[src/rtl/alu_divider.sv]
// alu_divider: sequential restoring divider with valid/ready handshakes.
// The divider works on operand magnitudes, producing one quotient bit per cycle,
// and applies the sign corrections in a dedicated FIXUP cycle.
// Optional feature macro: ALU_DIV_EARLY_OUT_EN. When it is defined, an operation
// that cannot produce a non-zero quotient skips the iteration phase.
module alu_divider #(
  parameter int WIDTH = 32
) (
  input  logic             clk,
  input  logic             rst,
  input  logic             req_valid,
  output logic             req_ready,
  input  logic             req_signed,
  input  logic [WIDTH-1:0] dividend,
  input  logic [WIDTH-1:0] divisor,
  output logic             resp_valid,
  input  logic             resp_ready,
  output logic [WIDTH-1:0] quotient,
  output logic [WIDTH-1:0] remainder,
  output logic             div_by_zero
);

  localparam int CNT_W = $clog2(WIDTH);

  localparam logic [1:0] IDLE  = 2'd0;
  localparam logic [1:0] BUSY  = 2'd1;
  localparam logic [1:0] FIXUP = 2'd2;
  localparam logic [1:0] DONE  = 2'd3;

`ifdef ALU_DIV_EARLY_OUT_EN
  localparam bit EARLY_OUT = 1'b1;
`else
  localparam bit EARLY_OUT = 1'b0;
`endif

  logic [1:0]       state_q, state_d;
  logic [CNT_W-1:0] cnt_q, cnt_d;
  logic [WIDTH-1:0] rem_q, rem_d;       // partial remainder (magnitude)
  logic [WIDTH-1:0] quo_q, quo_d;       // dividend bits shift out, quotient bits shift in
  logic [WIDTH-1:0] dvs_q, dvs_d;       // divisor magnitude
  logic [WIDTH-1:0] dvd_q, dvd_d;       // raw dividend, returned on divide-by-zero
  logic             neg_quo_q, neg_quo_d;
  logic             neg_rem_q, neg_rem_d;
  logic             zero_dvs_q, zero_dvs_d;
  logic [WIDTH-1:0] quotient_q, quotient_d;
  logic [WIDTH-1:0] remainder_q, remainder_d;
  logic             div_by_zero_q, div_by_zero_d;

  logic             dvd_neg, dvs_neg;
  logic [WIDTH-1:0] dvd_mag, dvs_mag;
  logic             early_out;
  logic [WIDTH:0]   shifted, trial;
  logic             fits;

  assign req_ready   = (state_q == IDLE);
  assign resp_valid  = (state_q == DONE);
  assign quotient    = quotient_q;
  assign remainder   = remainder_q;
  assign div_by_zero = div_by_zero_q;

  // Operand conditioning: signs, magnitudes and the early-out decision.
  always_comb begin
    dvd_neg   = req_signed & dividend[WIDTH-1];
    dvs_neg   = req_signed & divisor[WIDTH-1];
    dvd_mag   = dvd_neg ? -dividend : dividend;
    dvs_mag   = dvs_neg ? -divisor : divisor;
    early_out = EARLY_OUT && ((divisor == '0) || (dvd_mag < dvs_mag));
  end

  // One restoring step: shift in the next dividend bit and try to subtract.
  always_comb begin
    shifted = {rem_q, quo_q[WIDTH-1]};
    fits    = (shifted >= {1'b0, dvs_q});
    trial   = shifted - {1'b0, dvs_q};
  end

  // Control FSM and datapath next-state.
  always_comb begin
    state_d       = state_q;
    cnt_d         = cnt_q;
    rem_d         = rem_q;
    quo_d         = quo_q;
    dvs_d         = dvs_q;
    dvd_d         = dvd_q;
    neg_quo_d     = neg_quo_q;
    neg_rem_d     = neg_rem_q;
    zero_dvs_d    = zero_dvs_q;
    quotient_d    = quotient_q;
    remainder_d   = remainder_q;
    div_by_zero_d = div_by_zero_q;
    case (state_q)
      IDLE: begin
        if (req_valid) begin
          dvs_d      = dvs_mag;
          dvd_d      = dividend;
          neg_quo_d  = dvd_neg ^ dvs_neg;
          neg_rem_d  = dvd_neg;
          zero_dvs_d = (divisor == '0);
          cnt_d      = CNT_W'(WIDTH - 1);
          if (early_out) begin
            // Quotient is known to be zero; the remainder is the dividend itself.
            rem_d   = dvd_mag;
            quo_d   = '0;
            state_d = FIXUP;
          end else begin
            rem_d   = '0;
            quo_d   = dvd_mag;
            state_d = BUSY;
          end
        end
      end
      BUSY: begin
        rem_d = fits ? trial[WIDTH-1:0] : shifted[WIDTH-1:0];
        quo_d = {quo_q[WIDTH-2:0], fits};
        if (cnt_q == '0) begin
          state_d = FIXUP;
        end else begin
          cnt_d = cnt_q - CNT_W'(1);
        end
      end
      FIXUP: begin
        // Divide-by-zero results override whatever the iteration produced.
        if (zero_dvs_q) begin
          quotient_d  = '1;
          remainder_d = dvd_q;
        end else begin
          quotient_d  = neg_quo_q ? -quo_q : quo_q;
          remainder_d = neg_rem_q ? -rem_q : rem_q;
        end
        div_by_zero_d = zero_dvs_q;
        state_d       = DONE;
      end
      DONE: begin
        if (resp_ready) begin
          state_d = IDLE;
        end
      end
      default: state_d = IDLE;
    endcase
  end

  // State registers; reset aborts any operation and clears the result outputs.
  always_ff @(posedge clk) begin
    if (rst) begin
      state_q       <= IDLE;
      cnt_q         <= '0;
      rem_q         <= '0;
      quo_q         <= '0;
      dvs_q         <= '0;
      dvd_q         <= '0;
      neg_quo_q     <= 1'b0;
      neg_rem_q     <= 1'b0;
      zero_dvs_q    <= 1'b0;
      quotient_q    <= '0;
      remainder_q   <= '0;
      div_by_zero_q <= 1'b0;
    end else begin
      state_q       <= state_d;
      cnt_q         <= cnt_d;
      rem_q         <= rem_d;
      quo_q         <= quo_d;
      dvs_q         <= dvs_d;
      dvd_q         <= dvd_d;
      neg_quo_q     <= neg_quo_d;
      neg_rem_q     <= neg_rem_d;
      zero_dvs_q    <= zero_dvs_d;
      quotient_q    <= quotient_d;
      remainder_q   <= remainder_d;
      div_by_zero_q <= div_by_zero_d;
    end
  end

endmodule

[config.mk]
export PLATFORM = sky130hd
export DESIGN_NAME = alu_divider
export DESIGN_NICKNAME = d
export VERILOG_FILES = /design/src/rtl/alu_divider.sv
export SDC_FILE = /design/constraint.sdc
export NUM_CORES = 1
export LEC_CHECK = 0
export ABC_CLOCK_PERIOD_IN_PS = 3700
export BUFFER_PORTS_ARGS = -buffer_cell sky130_fd_sc_hd__buf_4
export CAP_MARGIN = 25
export CORE_MARGIN = 1.5
export CORE_UTILIZATION = 40
export CTS_CLUSTER_SIZE = 28
export DETAILED_ROUTE_END_ITERATION = 6
export PLACE_DENSITY = 0.67
export SKIP_LAST_GASP = 1
export SYNTH_ARGS = -nofsm -noshare
export SYNTH_HDL_FRONTEND = slang
export SYNTH_SLANG_ARGS = --single-unit
[constraint.sdc]
create_clock -name clk -period 3.7 [get_ports clk]
set_clock_uncertainty 0.2 [all_clocks]
set_input_delay 0.555 -clock clk [delete_from_list [all_inputs] [get_ports clk]]
set_output_delay 0.555 -clock clk [all_outputs]
set_load 0.02 [all_outputs]
==> results.cfg, run 1 <==
[finish]
synthToLayoutAreaGrowth_pct = 18.01
finalInstanceArea_sq_mm = 0.01439
fin_nets = 1821
diodes = 0
layout-drive-gt1-share_pct = 12.92
final_util_pct = 48.29

[grt]
overflow = 0
grt_pass1_wl_um = 55650
antenna_found_initial = 0
grt.total_usage_pct = 21.76
first_global_vias = 10735
grt_max_degree = 80

[setup_path]
rrSetupSlack_ps = 230
cp_slowest_cell = dfxtp_1
critPathCaptureType = flop
cp-endpoint = rem_q[21]
critPathTopFamily = compound AO/OA/AOI/OAI gates
cp_max_fo = 27
crit_type = flop to flop
max_stage_delay_ps = 480
r2r_start = rem_q[9]
crit_buf_inv = 2
r2r_cells = 11
crit_arrival_ps = 3650
worstPathRequired_ps = 3880
crit_start = rem_q[9]
critPathLaunchType = flop
r2r_end = rem_q[21]
path_depth = 11
path_cells = ha_1 -> a21oi_1 -> nand2_1 -> or2_2 -> o21ai_0 -> buf_4 -> o211ai_1 -> a211oi_4 -> buf_4 -> nand2b_1 -> o21ai_0

[placed_design]
dpl-instance-area_sq_mm = 0.01361
gp_congestion = 0.9013
dp_slack_ps = 272.1
hpwl_um = 26120
portBuffers = 135

[synthesis]
synth_ff_type = dfxtp_1
synth-async-reset-ratio_pct = 0
yosysWarnings = 0
synth_fp_nets = 1724
synth_edf_count = 0
synth_area_leaders = dfxtp_1 (33%), nand2_1 (8.1%), xor2_1 (6.4%)
syn_inst = 1612
post-synth-top-area-cell = dfxtp_1
yosysTopAreaCellShare_pct = 33.33
syn_area_sq_mm = 0.01219
ys_seq_area_share_pct = 33.33
yosysMostFrequentCell = nand2_1
syn_avg_cell_area_sq_um = 7.563
netlist_top_cells_count = nand2_1 (262), dfxtp_1 (203), nor2_1 (169)
yosys.cell_types.count = 63
ys_seq_elements = 203

[timing]
whs_ps = 102.8
max_slew_margin_pct = 33.47
layout_min_cycle_time_ps = 3468
setup_tns_ps = 0
fmax_mhz = 288.3
finalCritPeriodShare_pct = 93.74
timing.final.setup_violations = 0
rsz0062_at_grt = false
slew_violations = 0
fin_ws_ps = 231.7
tightest_slew_ps = 997.9
hold_violations = 0

[clock_tree]
holdBufCountCts = 0
clk_pin_slew_worst_paths_ps = 60
numCtsBuffers = 24
cts_sinks = 203
htree_num_levels = 1
clockBufferDepth = 3
cts_root_buffer = clkbuf_16
cts_tree = built
clkLatencyLatePin_ps = 530

[die]
ios = 136
die_width_um = 177.6
rows = 63
die_area_sq_mm = 0.03154
initial_core_util_pct = 40.92
chipHeight_um = 177.6
core_area_sq_mm = 0.02980

[routing]
drtIter0Drc = 661
routed_wl_um = 34640
drc_errors = 0
avgRoutedWirePerCell_um = 16.37
vias_per_cell = 5.395
first_pass_iters = 5
vias = 11416
ant_nets = 0

[power_and_ir_drop]
powerDensity_mw_per_mm2 = 657.7
peakVddDrop_mv = 0.4079
power_leakage_nw = 5.719

[worst_hold_path]
hp-class = input pin to flop

[job]
max_cap_violations = 0

[outcome]
outcome = complete, no violations
## through the flow
step	cells	power, mW
floorplan	1612	6.023
global placement	2072	7.175
detailed placement	2072	7.240
CTS	2115	9.500
global route	2116	10.16
finish	2116	9.463
## routing by layer
layer / share of wire, % / GRT usage [%]
met1: 47 / 29.34
met5: 0 / 0
met3: 5.9 / 3.320
met4: 2.4 / 6.338
met2: 45 / 35.81
## area by class of cell
cell class,count,area [sq um]
inverter,59,221.5
multi-input combinational,1255,7587
timing repair buffer,166,1279
sequential,203,4065
clock inverter,6,47.55
fill,2997,15410
tap,390,488.0
clock buffer,37,699.4
## worst min-delay path, delay by kind of cell
family	cells	cell delay [ps]
AO/OA/AOI/OAI	1	50
buffers and inverters	1	130
AND/OR/NAND/NOR	1	50
## report_power, final
| part | internal (mW) | total [mW] | switching [mW] |
|---|---|---|---|
| Clock | 1.30 | 2.24 | 0.938 |
| Combinational | 1.63 | 4.18 | 2.55 |
| Sequential | 2.64 | 3.04 | 0.402 |
## repair_timing
item | CTS | global route
setup endpoints to repair | 0 | 1
buffers inserted | 0 | 0
resized for setup | 0 | 1
## cells by family after synthesis
| kind of cell | count (synthesis) | share of synthesized area, % |
|---|---|---|
| and+or+nand+nor | 569 | 20.56 |
| AOI/OAI and AO/OA | 459 | 23.21 |
| adders and majority gates | 43 | 4.475 |
| muxes | 42 | 3.448 |
| xor gates and xnor gates | 142 | 10.20 |
| DFF | 203 | 33.33 |
| buffers and inverters | 154 | 4.772 |
## worst min path at each step
| stage | endpoint | slack [ps] | from | cells after the start |
|---|---|---|---|---|
| 6_report | dvd_q[13] | 100 | dividend[13] | 3 |
| 5_1_grt | dvd_q[13] | 110 | dividend[13] | 3 |
| 4_1_cts | dvd_q[11] | 90 | dividend[11] | 3 |
| 3_5_place_dp | dvd_q[11] | 250 | dvd_q[11] | 2 |
| 3_3_place_gp | dvd_q[9] | 240 | dvd_q[9] | 2 |
| 2_1_floorplan | dvs_q[17] | 230 | dvs_q[17] | 2 |
## flip-flops by register name, indices dropped and copies added, names as in the netlist
register and flops:
rem_q 32, dvd_q 32, neg_quo_q 1, state_q 2, remainder 32, dvs_q 32, div_by_zero 1, quo_q 32
zero_dvs_q 1, cnt_q 5, neg_rem_q 1, quotient 32
## layout by cell type, fill, tap and decap left out, types with 4 or more instances in the layout
cell	Yosys	routed
nand2_1	262	262
dfxtp_1	203	202
nor2_1	169	168
buf_4	0	164
a21oi_1	144	144
o21ai_0	128	128
xor2_1	89	89
inv_1	58	58
a211oi_1	58	57
xnor2_1	53	53
mux2i_1	42	42
ha_1	42	41
o31ai_1	27	27
nor3_1	26	26
clkbuf_16	0	24
a21o_1	17	17
nand2b_1	15	15
o41ai_1	14	14
or3_1	13	13
nor4_1	11	11
nor2b_1	12	11
a32oi_1	11	11
or4_1	10	10
nand4_1	10	10
a311oi_1	9	9
nand3_1	8	8
a31oi_1	8	8
clkbuf_1	84	8
o21a_1	7	7
and3_1	7	7
o211ai_1	7	7
o22ai_1	5	5
and2_1	6	5
clkbuf_8	0	5
a21boi_0	4	4
Note: power is estimated with default switching activity, not from simulation.
==> inputs of run 2 (changes only) <==
--- a/config.mk
+++ b/config.mk
@@ -13,6 +13,7 @@
 export CTS_CLUSTER_SIZE = 28
 export DETAILED_ROUTE_END_ITERATION = 6
 export PLACE_DENSITY = 0.67
+export RECOVER_POWER = 25
 export SKIP_LAST_GASP = 1
 export SYNTH_ARGS = -nofsm -noshare
 export SYNTH_HDL_FRONTEND = slang
==> run 2 against run 1 <==
  * Power shrank 1.0%
  * The run now ends with max-capacitance violations, max-slew violations left
  * Die area unchanged
  * Utilization shrank 0.84 points
  * Clock power about the same
  * First-iteration DRC count rose by 7.4%
  * Critical endpoint unchanged
  * Critical path type unchanged
  * Worst setup slack worse by 14 ps
  * Fmax fell by 0.41%
  * Worst hold slack worse by 3.1 ps
==> results.cfg, run 2 (synthesized netlist as in run 1, its figures left out) <==
[die]
initial_core_util_pct = 40.92
core_area_sq_mm = 0.02980
die_width_um = 177.6
die_area_sq_mm = 0.03154
chipHeight_um = 177.6
rows = 63
ios = 136

[power_and_ir_drop]
powerDensity_mw_per_mm2 = 662.5
power_mw = 9.367
peakVddDrop_mv = 0.4105
power_leakage_nw = 5.438

[clock_tree]
numCtsBuffers = 24
clockBufferDepth = 3
cts_tree = built
cts_sinks = 203
clkLatencyLatePin_ps = 530
clk_pin_slew_worst_paths_ps = 60
post-cts-setup-buffers = 0
htree_num_levels = 1
holdBufCountCts = 0
cts_root_buffer = clkbuf_16

[grt]
antenna_found_initial = 0
grt_pass1_wl_um = 55650
grt.total_usage_pct = 21.76
first_global_vias = 10735
overflow = 0
grt_max_degree = 80

[routing]
drc_errors = 0
first_pass_iters = 5
vias = 11423
routed_wl_um = 34640
vias_per_cell = 5.398
ant_nets = 0
avgRoutedWirePerCell_um = 16.37
drtIter0Drc = 710

[worst_hold_path]
hold_depth = 3
hold_start = dividend[9]
hp-class = input pin to flop
whs_endpoint = dvd_q[9]

[placed_design]
gp_congestion = 0.9013
hpwl_um = 26120
dpl-instance-area_sq_mm = 0.01361
portBuffers = 135

[setup_path]
r2r_end = rem_q[21]
cp_max_fo = 27
worstPathRequired_ps = 3880
critPathCaptureType = flop
rrSetupSlack_ps = 220
critPathLaunchType = flop
crit_arrival_ps = 3670
r2r_cells = 11
r2r_start = rem_q[9]
crit_type = flop to flop

[job]
max_cap_violations = 1

[finish]
most-common-layout-cells = nand2_1 (262), dfxtp_1 (203), nor2_1 (168), a21oi_1 (144), o21ai_0 (128)
fin_nets = 1821
finalInstanceArea_sq_mm = 0.01414
layout_commonest_cell = nand2_1
layout-drive-gt1-share_pct = 9.038
synthToLayoutAreaGrowth_pct = 15.97
diodes = 0

[timing]
rsz0062_at_grt = false
fmax_mhz = 287.1
max_slew_margin_pct = -22.45
timing.final.setup_violations = 0
tightest_slew_ps = 1837
finalCritPeriodShare_pct = 94.12
setup_tns_ps = 0
layout_min_cycle_time_ps = 3483
slew_violations = 51
hold_violations = 0

[outcome]
violations = max-capacitance violations, max-slew violations
outcome = complete, but fails checks
## run 2: cell count changes in the layout (fill, tap and decap cells not counted)
cell      change
buf_4        -66
dfxtp_1       +1
dfxtp_2       -1
clkbuf_1     +66
## run 2: layout make-up
class	instances	area, sq um
multi-input cells	1255	7587
inverters	59	221.5
well taps	390	488.0
fillers	3056	15660
clock inverters	6	47.55
flip-flops and latches	203	4064
repair buffers	166	1031
clock buffers	37	699.4
## run 2: repair_timing
action | 4_1_cts | 5_1_grt
setup endpoints to repair | 0 | 1
resized for setup | 0 | 1
endpoints found under the hold margin | 0 | 0
## run 2: report_power, final
group	total, mW	internal [mW]	switching (mW)
sequential	3.04	2.64	0.401
combinational	4.08	1.53	2.55
clock	2.24	1.30	0.942
total	9.37	5.47	3.89
## run 2: how the worst max path moves through the flow
stage	start	to	slack [ps]	cells after the start
floorplan	rem_q[9]	rem_q[26]	510	12
global placement	rem_q[5]	rem_q[29]	370	11
detailed placement	rem_q[9]	rem_q[21]	270	11
CTS	rem_q[9]	rem_q[21]	240	11
global route	rem_q[9]	rem_q[21]	5	11
finish	rem_q[9]	rem_q[21]	220	11
## run 2: metrics by stage
step                      util [%]  hold slack (ps)  cells  setup WS, ps
final                        47.45            99.65   2116         217.5
after global routing         47.45            107.9   2116         4.529
after detailed placement     45.67            248.7   2072         272.1
after global placement       45.67            242.4   2072         369.5
after floorplan                  -            231.9   1612         507.4
after CTS                    48.17            86.74   2115         235.9
## run 2: critical path, stage by stage, from the launching register on
cell and delay (ps):
dfxtp_1 480, ha_1 350, a21oi_1 290, nand2_1 110
or2_2 300, o21ai_0 160, buf_4 160, o211ai_1 200
a211oi_4 310, buf_4 330, nand2b_1 300, o21ai_0 130
## run 2: routing by layer
metal  wire length (um)  global-route usage, %
met4                859                  6.338
met1              16180                  29.34
met5                  0                      0
met2              15440                  35.81
met3               2154                  3.320
